==> src/rtl/image_line_writer.sv <==
// image_line_writer: packs 24-bit background/mask pixel pairs into three
// interleaved {mask byte, bg byte} words and writes them to SDRAM one at a
// time over a req/ack port, tracking x/y position and frame completion.
//
// Handshakes: pixel input is valid/ready (a pixel is consumed on a cycle
// where pixel_valid && pixel_ready); the SDRAM port is a one-cycle
// sd_wr_req pulse with sd_addr/sd_data held until the one-cycle sd_wr_ack.
module image_line_writer #(
    parameter int          WIDTH     = 720,
    parameter int          HEIGHT    = 720,
    parameter logic [24:0] BASE_ADDR = 25'h0
) (
    input  logic        clk_sys_131_072,
    input  logic        reset,
    input  logic        start,
    input  logic        pixel_valid,
    output logic        pixel_ready,
    input  logic [23:0] pixel_bg,
    input  logic [23:0] pixel_mask,
    output logic        sd_wr_req,
    output logic [24:0] sd_addr,
    output logic [15:0] sd_data,
    input  logic        sd_wr_ack,
    output logic [9:0]  x,
    output logic [9:0]  y,
    output logic        busy,
    output logic        frame_done,
    output logic [2:0]  state_dbg
);

    typedef enum logic [2:0] {
        S_IDLE   = 3'd0,
        S_ACCEPT = 3'd1,
        S_ISSUE  = 3'd2,
        S_WAIT   = 3'd3,
        S_DRAIN  = 3'd4
    } state_t;

    localparam logic [9:0] X_LAST = 10'(WIDTH - 1);
    localparam logic [9:0] Y_LAST = 10'(HEIGHT - 1);

    state_t      state_q, state_d;
    logic [24:0] addr_cnt_q, addr_cnt_d;
    logic [23:0] bg_q, bg_d;
    logic [23:0] mask_q, mask_d;
    logic [1:0]  k_q, k_d;
    logic [9:0]  x_q, x_d;
    logic [9:0]  y_q, y_d;
    logic        busy_q, busy_d;
    logic        frame_done_q, frame_done_d;
    logic        sd_wr_req_q, sd_wr_req_d;
    logic [24:0] sd_addr_q, sd_addr_d;
    logic [15:0] sd_data_q, sd_data_d;

    // Byte lane k of the pixel pair: {mask byte k, bg byte k}.
    function automatic logic [15:0] pack_word(input logic [1:0]  k,
                                              input logic [23:0] bg,
                                              input logic [23:0] mask);
        logic [15:0] w;
        case (k)
            2'd0:    w = {mask[7:0],   bg[7:0]};
            2'd1:    w = {mask[15:8],  bg[15:8]};
            default: w = {mask[23:16], bg[23:16]};
        endcase
        return w;
    endfunction

    // Next-state and next-output logic for the write sequencer.
    always_comb begin
        state_d      = state_q;
        addr_cnt_d   = addr_cnt_q;
        bg_d         = bg_q;
        mask_d       = mask_q;
        k_d          = k_q;
        x_d          = x_q;
        y_d          = y_q;
        busy_d       = busy_q;
        frame_done_d = frame_done_q;
        sd_wr_req_d  = 1'b0;
        sd_addr_d    = sd_addr_q;
        sd_data_d    = sd_data_q;

        case (state_q)
            S_IDLE: begin
                if (start) begin
                    state_d      = S_ACCEPT;
                    addr_cnt_d   = BASE_ADDR;
                    x_d          = '0;
                    y_d          = '0;
                    busy_d       = 1'b1;
                    frame_done_d = 1'b0;
                end
            end
            S_ACCEPT: begin
                // start beats a coincident pixel: the pixel is dropped.
                if (start) begin
                    addr_cnt_d = BASE_ADDR;
                    x_d        = '0;
                    y_d        = '0;
                end else if (pixel_valid) begin
                    bg_d        = pixel_bg;
                    mask_d      = pixel_mask;
                    k_d         = 2'd0;
                    state_d     = S_ISSUE;
                    sd_wr_req_d = 1'b1;
                    sd_addr_d   = addr_cnt_q;
                    sd_data_d   = pack_word(2'd0, pixel_bg, pixel_mask);
                end
            end
            S_ISSUE: begin
                state_d = start ? S_DRAIN : S_WAIT;
            end
            S_WAIT: begin
                if (sd_wr_ack && start) begin
                    // Outstanding write already finished: restart directly.
                    state_d    = S_ACCEPT;
                    addr_cnt_d = BASE_ADDR;
                    x_d        = '0;
                    y_d        = '0;
                end else if (sd_wr_ack) begin
                    addr_cnt_d = addr_cnt_q + 25'd1;
                    if (k_q != 2'd2) begin
                        k_d         = k_q + 2'd1;
                        state_d     = S_ISSUE;
                        sd_wr_req_d = 1'b1;
                        sd_addr_d   = addr_cnt_q + 25'd1;
                        sd_data_d   = pack_word(k_q + 2'd1, bg_q, mask_q);
                    end else if (x_q == X_LAST && y_q == Y_LAST) begin
                        // Last pixel of the frame: position returns to origin.
                        x_d          = '0;
                        y_d          = '0;
                        busy_d       = 1'b0;
                        frame_done_d = 1'b1;
                        state_d      = S_IDLE;
                    end else if (x_q == X_LAST) begin
                        x_d     = '0;
                        y_d     = y_q + 10'd1;
                        state_d = S_ACCEPT;
                    end else begin
                        x_d     = x_q + 10'd1;
                        state_d = S_ACCEPT;
                    end
                end else if (start) begin
                    state_d = S_DRAIN;
                end
            end
            S_DRAIN: begin
                // Let the in-flight write complete before restarting.
                if (sd_wr_ack) begin
                    state_d    = S_ACCEPT;
                    addr_cnt_d = BASE_ADDR;
                    x_d        = '0;
                    y_d        = '0;
                end
            end
            default: state_d = S_IDLE;
        endcase
    end

    // State and output registers with synchronous reset.
    always_ff @(posedge clk_sys_131_072) begin
        if (reset) begin
            state_q      <= S_IDLE;
            addr_cnt_q   <= '0;
            bg_q         <= '0;
            mask_q       <= '0;
            k_q          <= '0;
            x_q          <= '0;
            y_q          <= '0;
            busy_q       <= 1'b0;
            frame_done_q <= 1'b0;
            sd_wr_req_q  <= 1'b0;
            sd_addr_q    <= '0;
            sd_data_q    <= '0;
        end else begin
            state_q      <= state_d;
            addr_cnt_q   <= addr_cnt_d;
            bg_q         <= bg_d;
            mask_q       <= mask_d;
            k_q          <= k_d;
            x_q          <= x_d;
            y_q          <= y_d;
            busy_q       <= busy_d;
            frame_done_q <= frame_done_d;
            sd_wr_req_q  <= sd_wr_req_d;
            sd_addr_q    <= sd_addr_d;
            sd_data_q    <= sd_data_d;
        end
    end

    assign pixel_ready = (state_q == S_ACCEPT);
    assign sd_wr_req   = sd_wr_req_q;
    assign sd_addr     = sd_addr_q;
    assign sd_data     = sd_data_q;
    assign x           = x_q;
    assign y           = y_q;
    assign busy        = busy_q;
    assign frame_done  = frame_done_q;
    assign state_dbg   = state_q;

endmodule

==> config.mk <==
export PLATFORM = sky130hd
export DESIGN_NAME = image_line_writer
export DESIGN_NICKNAME = d
export VERILOG_FILES = /design/src/rtl/image_line_writer.sv
export SDC_FILE = /design/constraint.sdc
export NUM_CORES = 1
export LEC_CHECK = 0
export BUFFER_PORTS_ARGS = -buffer_cell sky130_fd_sc_hd__buf_4
export CORE_ASPECT_RATIO = 1.5
export CORE_MARGIN = 4
export CORE_UTILIZATION = 56
export DETAILED_ROUTE_END_ITERATION = 10
export HOLD_SLACK_MARGIN = 0.02
export PLACE_DENSITY_LB_ADDON = 0.25
export SYNTH_ARGS = -nofsm -noshare
export SYNTH_HDL_FRONTEND = slang
export SYNTH_SLANG_ARGS = --single-unit
==> constraint.sdc <==
create_clock -name clk_sys_131_072 -period 2.7 [get_ports clk_sys_131_072]
set_input_delay 0.27 -clock clk_sys_131_072 [delete_from_list [all_inputs] [get_ports clk_sys_131_072]]
set_output_delay 0.27 -clock clk_sys_131_072 [all_outputs]
set_load 0.005 [all_outputs]
==> run metrics <==
status finished clean; Mapped Nets 927; Post-Layout Cell Count 1125; Slew @ Worst Pin 0.893 ns; f_max 449 MHz; H-tree Lvls 4; placed insts 1094; # rows 49; period utilization 0.825; EDFF count, synth 0; Num CTS Buffers 17; reg2reg start state_dbg[2]$_SDFFE_PP0P_; CTS sink count 142; kind of critical path reg -> reg; CP Capture Type flip-flop; # fillers 1010; hold-fix buffers at CTS 0; first-pass GRT wire length 29200 um; first-pass detailed-route iteration total 5; Ys Warns 0; Post-synth top flop dfxtp_1; cell-internal power 3660 uW; Flop pwr share 0.457; Area Overhead vs Synth 22.6%; Vias per Instance 5.78; TNS Setup 0 ns; Post-CTS Setup Repair Bufs 0; Max Cap Violations 0; Max Slew Vio Count 0; Register Area 2840 um2; Tot Pwr 4850 uW; ANT nets after route 0; GPL Wtd Cong 0.842; Seq/Total Area, Yosys 0.419; Endpoint, Worst Hold mask_q[18]$_SDFFE_PP0P_; RSZ-0062 raised after global routing false; Initial DRC Count 369; post_cts resized 0; post-synthesis cell area 6790 um2; Die W 97.9 um; P per Cell Area 582 nW/um2; worst path required time 3.02 ns; Initial Util 0.568; crit path max fanout 29; Mapped Cells 868; Async SR Flop Fraction 0; post-synthesis register bit count 142; Syn Area/Cell 7.82 um2; CTS clock-pin slew for the worst setup and hold paths 0.06 ns; CP arrival 2.55 ns; final WL 17400 um; clock power share 0.441; Switching Share 0.244; Hold Crit Start pixel_mask[18]; WL per Instance 15.5 um; pin count of the biggest net entering global routing 87; Final Hold Fails 0; footprint of the multi-input gates 3620 um2; antenna violations before repair 0; total global routing overflow 0; fin crit period 2.23 ns; core area 12000 um2; DP Wirelength 11800 um; Post-Place Worst Slack 0.512 ns; Critical Path Source Type flip-flop; Worst Hold Class in -> reg; Yosys cell types 58; Psw 1180 uW; Final Setup Violations 0; Setup Skew 0.00813 ns; Vias 6502; max_slew headroom 0.405; Clock Latency Late Sink 0.41 ns; clock root buffer clkbuf_16; combinational cell fraction of total power 0.102; Worst Hold Depth 3; Total GRT Usage 0.249; IO buf count 120; Ports 121; Chip Height 143 um; Lkg Pwr 0.00303 uW; CTS tree done; reg-to-reg endpoint addr_cnt_q[17]$_SDFFE_PP0P_; DR DRC count 0; nets 1019; Worst Reg2Reg Path Length in Cells 7; fraction of layout cells with a size suffix above 1 0.195; Setup WS post-layout 0.474 ns; Die Area 14000 um2; CTS Buffer Depth 2; final hold slack 0.101 ns; Peak supply drop 0.000388 V; Antenna Cells 0; Reg2Reg Setup Slack 0.47 ns; vias in the first global route 6297
==> synth_stat cells (all sizes together), types with 19 or more instances <==
cell | number | share of area
a22oi | 19 | 0.021
o21ai | 42 | 0.032
clkbuf | 37 | 0.020
a21oi | 67 | 0.051
buf | 31 | 0.024
a211oi | 26 | 0.029
nand4 | 21 | 0.022
a311oi | 20 | 0.026
nand2 | 179 | 0.099
xor2 | 27 | 0.035
nand3 | 27 | 0.020
nor2 | 100 | 0.055
dfxtp | 142 | 0.42
==> logic make-up (layout without fill, tap and decap cells) <==
kind of cell / count (synthesis) / after routing / synth area share
compound gates: 214 / 214 / 0.202
xor+xnor: 41 / 41 / 0.0529
fa+ha+maj: 6 / 6 / 0.0111
buf+inv: 80 / 184 / 0.0507
flops: 142 / 142 / 0.419
mux: 1 / 1 / 0.00147
simple gates: 384 / 384 / 0.263
==> cells in the final DEF, fill, tap and decap left out, types with 4 or more instances in the layout <==
| master | n |
|---|---|
| nand4_1 | 19 |
| and2_1 | 4 |
| and4_1 | 4 |
| nand2_1 | 179 |
| buf_4 | 139 |
| a31oi_1 | 13 |
| a21o_1 | 5 |
| nor3_1 | 9 |
| clkbuf_16 | 17 |
| inv_1 | 12 |
| a22oi_1 | 19 |
| ha_1 | 6 |
| a211oi_1 | 25 |
| o211ai_1 | 6 |
| dfxtp_1 | 142 |
| clkinv_2 | 8 |
| xnor2_1 | 14 |
| nand3_1 | 27 |
| nor2_1 | 100 |
| a311oi_1 | 20 |
| nor3_2 | 4 |
| o21ai_0 | 40 |
| clkinvlp_4 | 4 |
| and3_1 | 8 |
| nand2b_1 | 4 |
| xor2_1 | 27 |
| o31ai_1 | 5 |
| a21oi_1 | 65 |
==> layer usage <==
metal | vias up | wire, um | GRT usage
li1 | 3235 | - | -
met5 | - | 0 | 0
met3 | 28 | 904 | 0.0543
met4 | 0 | 280 | 0.0875
met2 | 178 | 9230 | 0.456
met1 | 3061 | 7010 | 0.286
==> registers in the layout, summed over array words and instances, names as in the netlist <==
signal and cells:
bg_q 24, sd_wr_req 1, y 10, mask_q 24
state_dbg 3, x 10, frame_done 1, sd_data 16
addr_cnt_q 25, busy 1, k_q 2, sd_addr 25
==> layout make-up <==
type | instances | share of cell area
Inverter | 12 | 0.00541
Clock buffer | 18 | 0.0528
Multi-Input combinational cell | 646 | 0.435
Tap cell | 153 | 0.0230
Timing Repair Buffer | 141 | 0.130
Sequential cell | 142 | 0.342
Clock inverter | 13 | 0.0120
==> worst max-delay path: stages (launching register included) <==
cell      delay, ns
dfxtp_1        0.30
buf_4          0.17
and3b_1        0.38
buf_4          0.40
nand3b_1       0.41
a41oi_1        0.28
o21ai_0        0.11
o31ai_1        0.09
==> through the flow <==
stage / cell area (um2) / util
after global placement: 7780 / 0.651
after CTS: 8320 / 0.696
after detailed placement: 7780 / 0.651
final: 8320 / 0.696
after global routing: 8320 / 0.696
after floorplan: 6790 / -
==> how the worst max path moves through the flow <==
stage	start	endpoint	cells past startpoint
CTS	state_dbg[2]$_SDFFE_PP0P_	addr_cnt_q[17]$_SDFFE_PP0P_	7
floorplan	x[0]$_SDFFE_PP0P_	y[9]$_SDFFE_PP0P_	6
finish	state_dbg[2]$_SDFFE_PP0P_	addr_cnt_q[17]$_SDFFE_PP0P_	7
global placement	state_dbg[2]$_SDFFE_PP0P_	addr_cnt_q[17]$_SDFFE_PP0P_	7
detailed placement	state_dbg[2]$_SDFFE_PP0P_	addr_cnt_q[17]$_SDFFE_PP0P_	7
global route	state_dbg[2]$_SDFFE_PP0P_	addr_cnt_q[19]$_SDFFE_PP0P_	7
==> power groups by stage <==
| stage | Combinational [uW] | Clock, uW | Sequential [uW] |
|---|---|---|---|
| CTS | 500 | 2160 | 2210 |
| finish | 497 | 2140 | 2210 |
| global placement | 492 | 0 | 2260 |
| global route | 554 | 2250 | 2220 |
| detailed placement | 497 | 0 | 2260 |
| floorplan | 276 | 0 | 2260 |
Power figures use the tool's default switching activity.
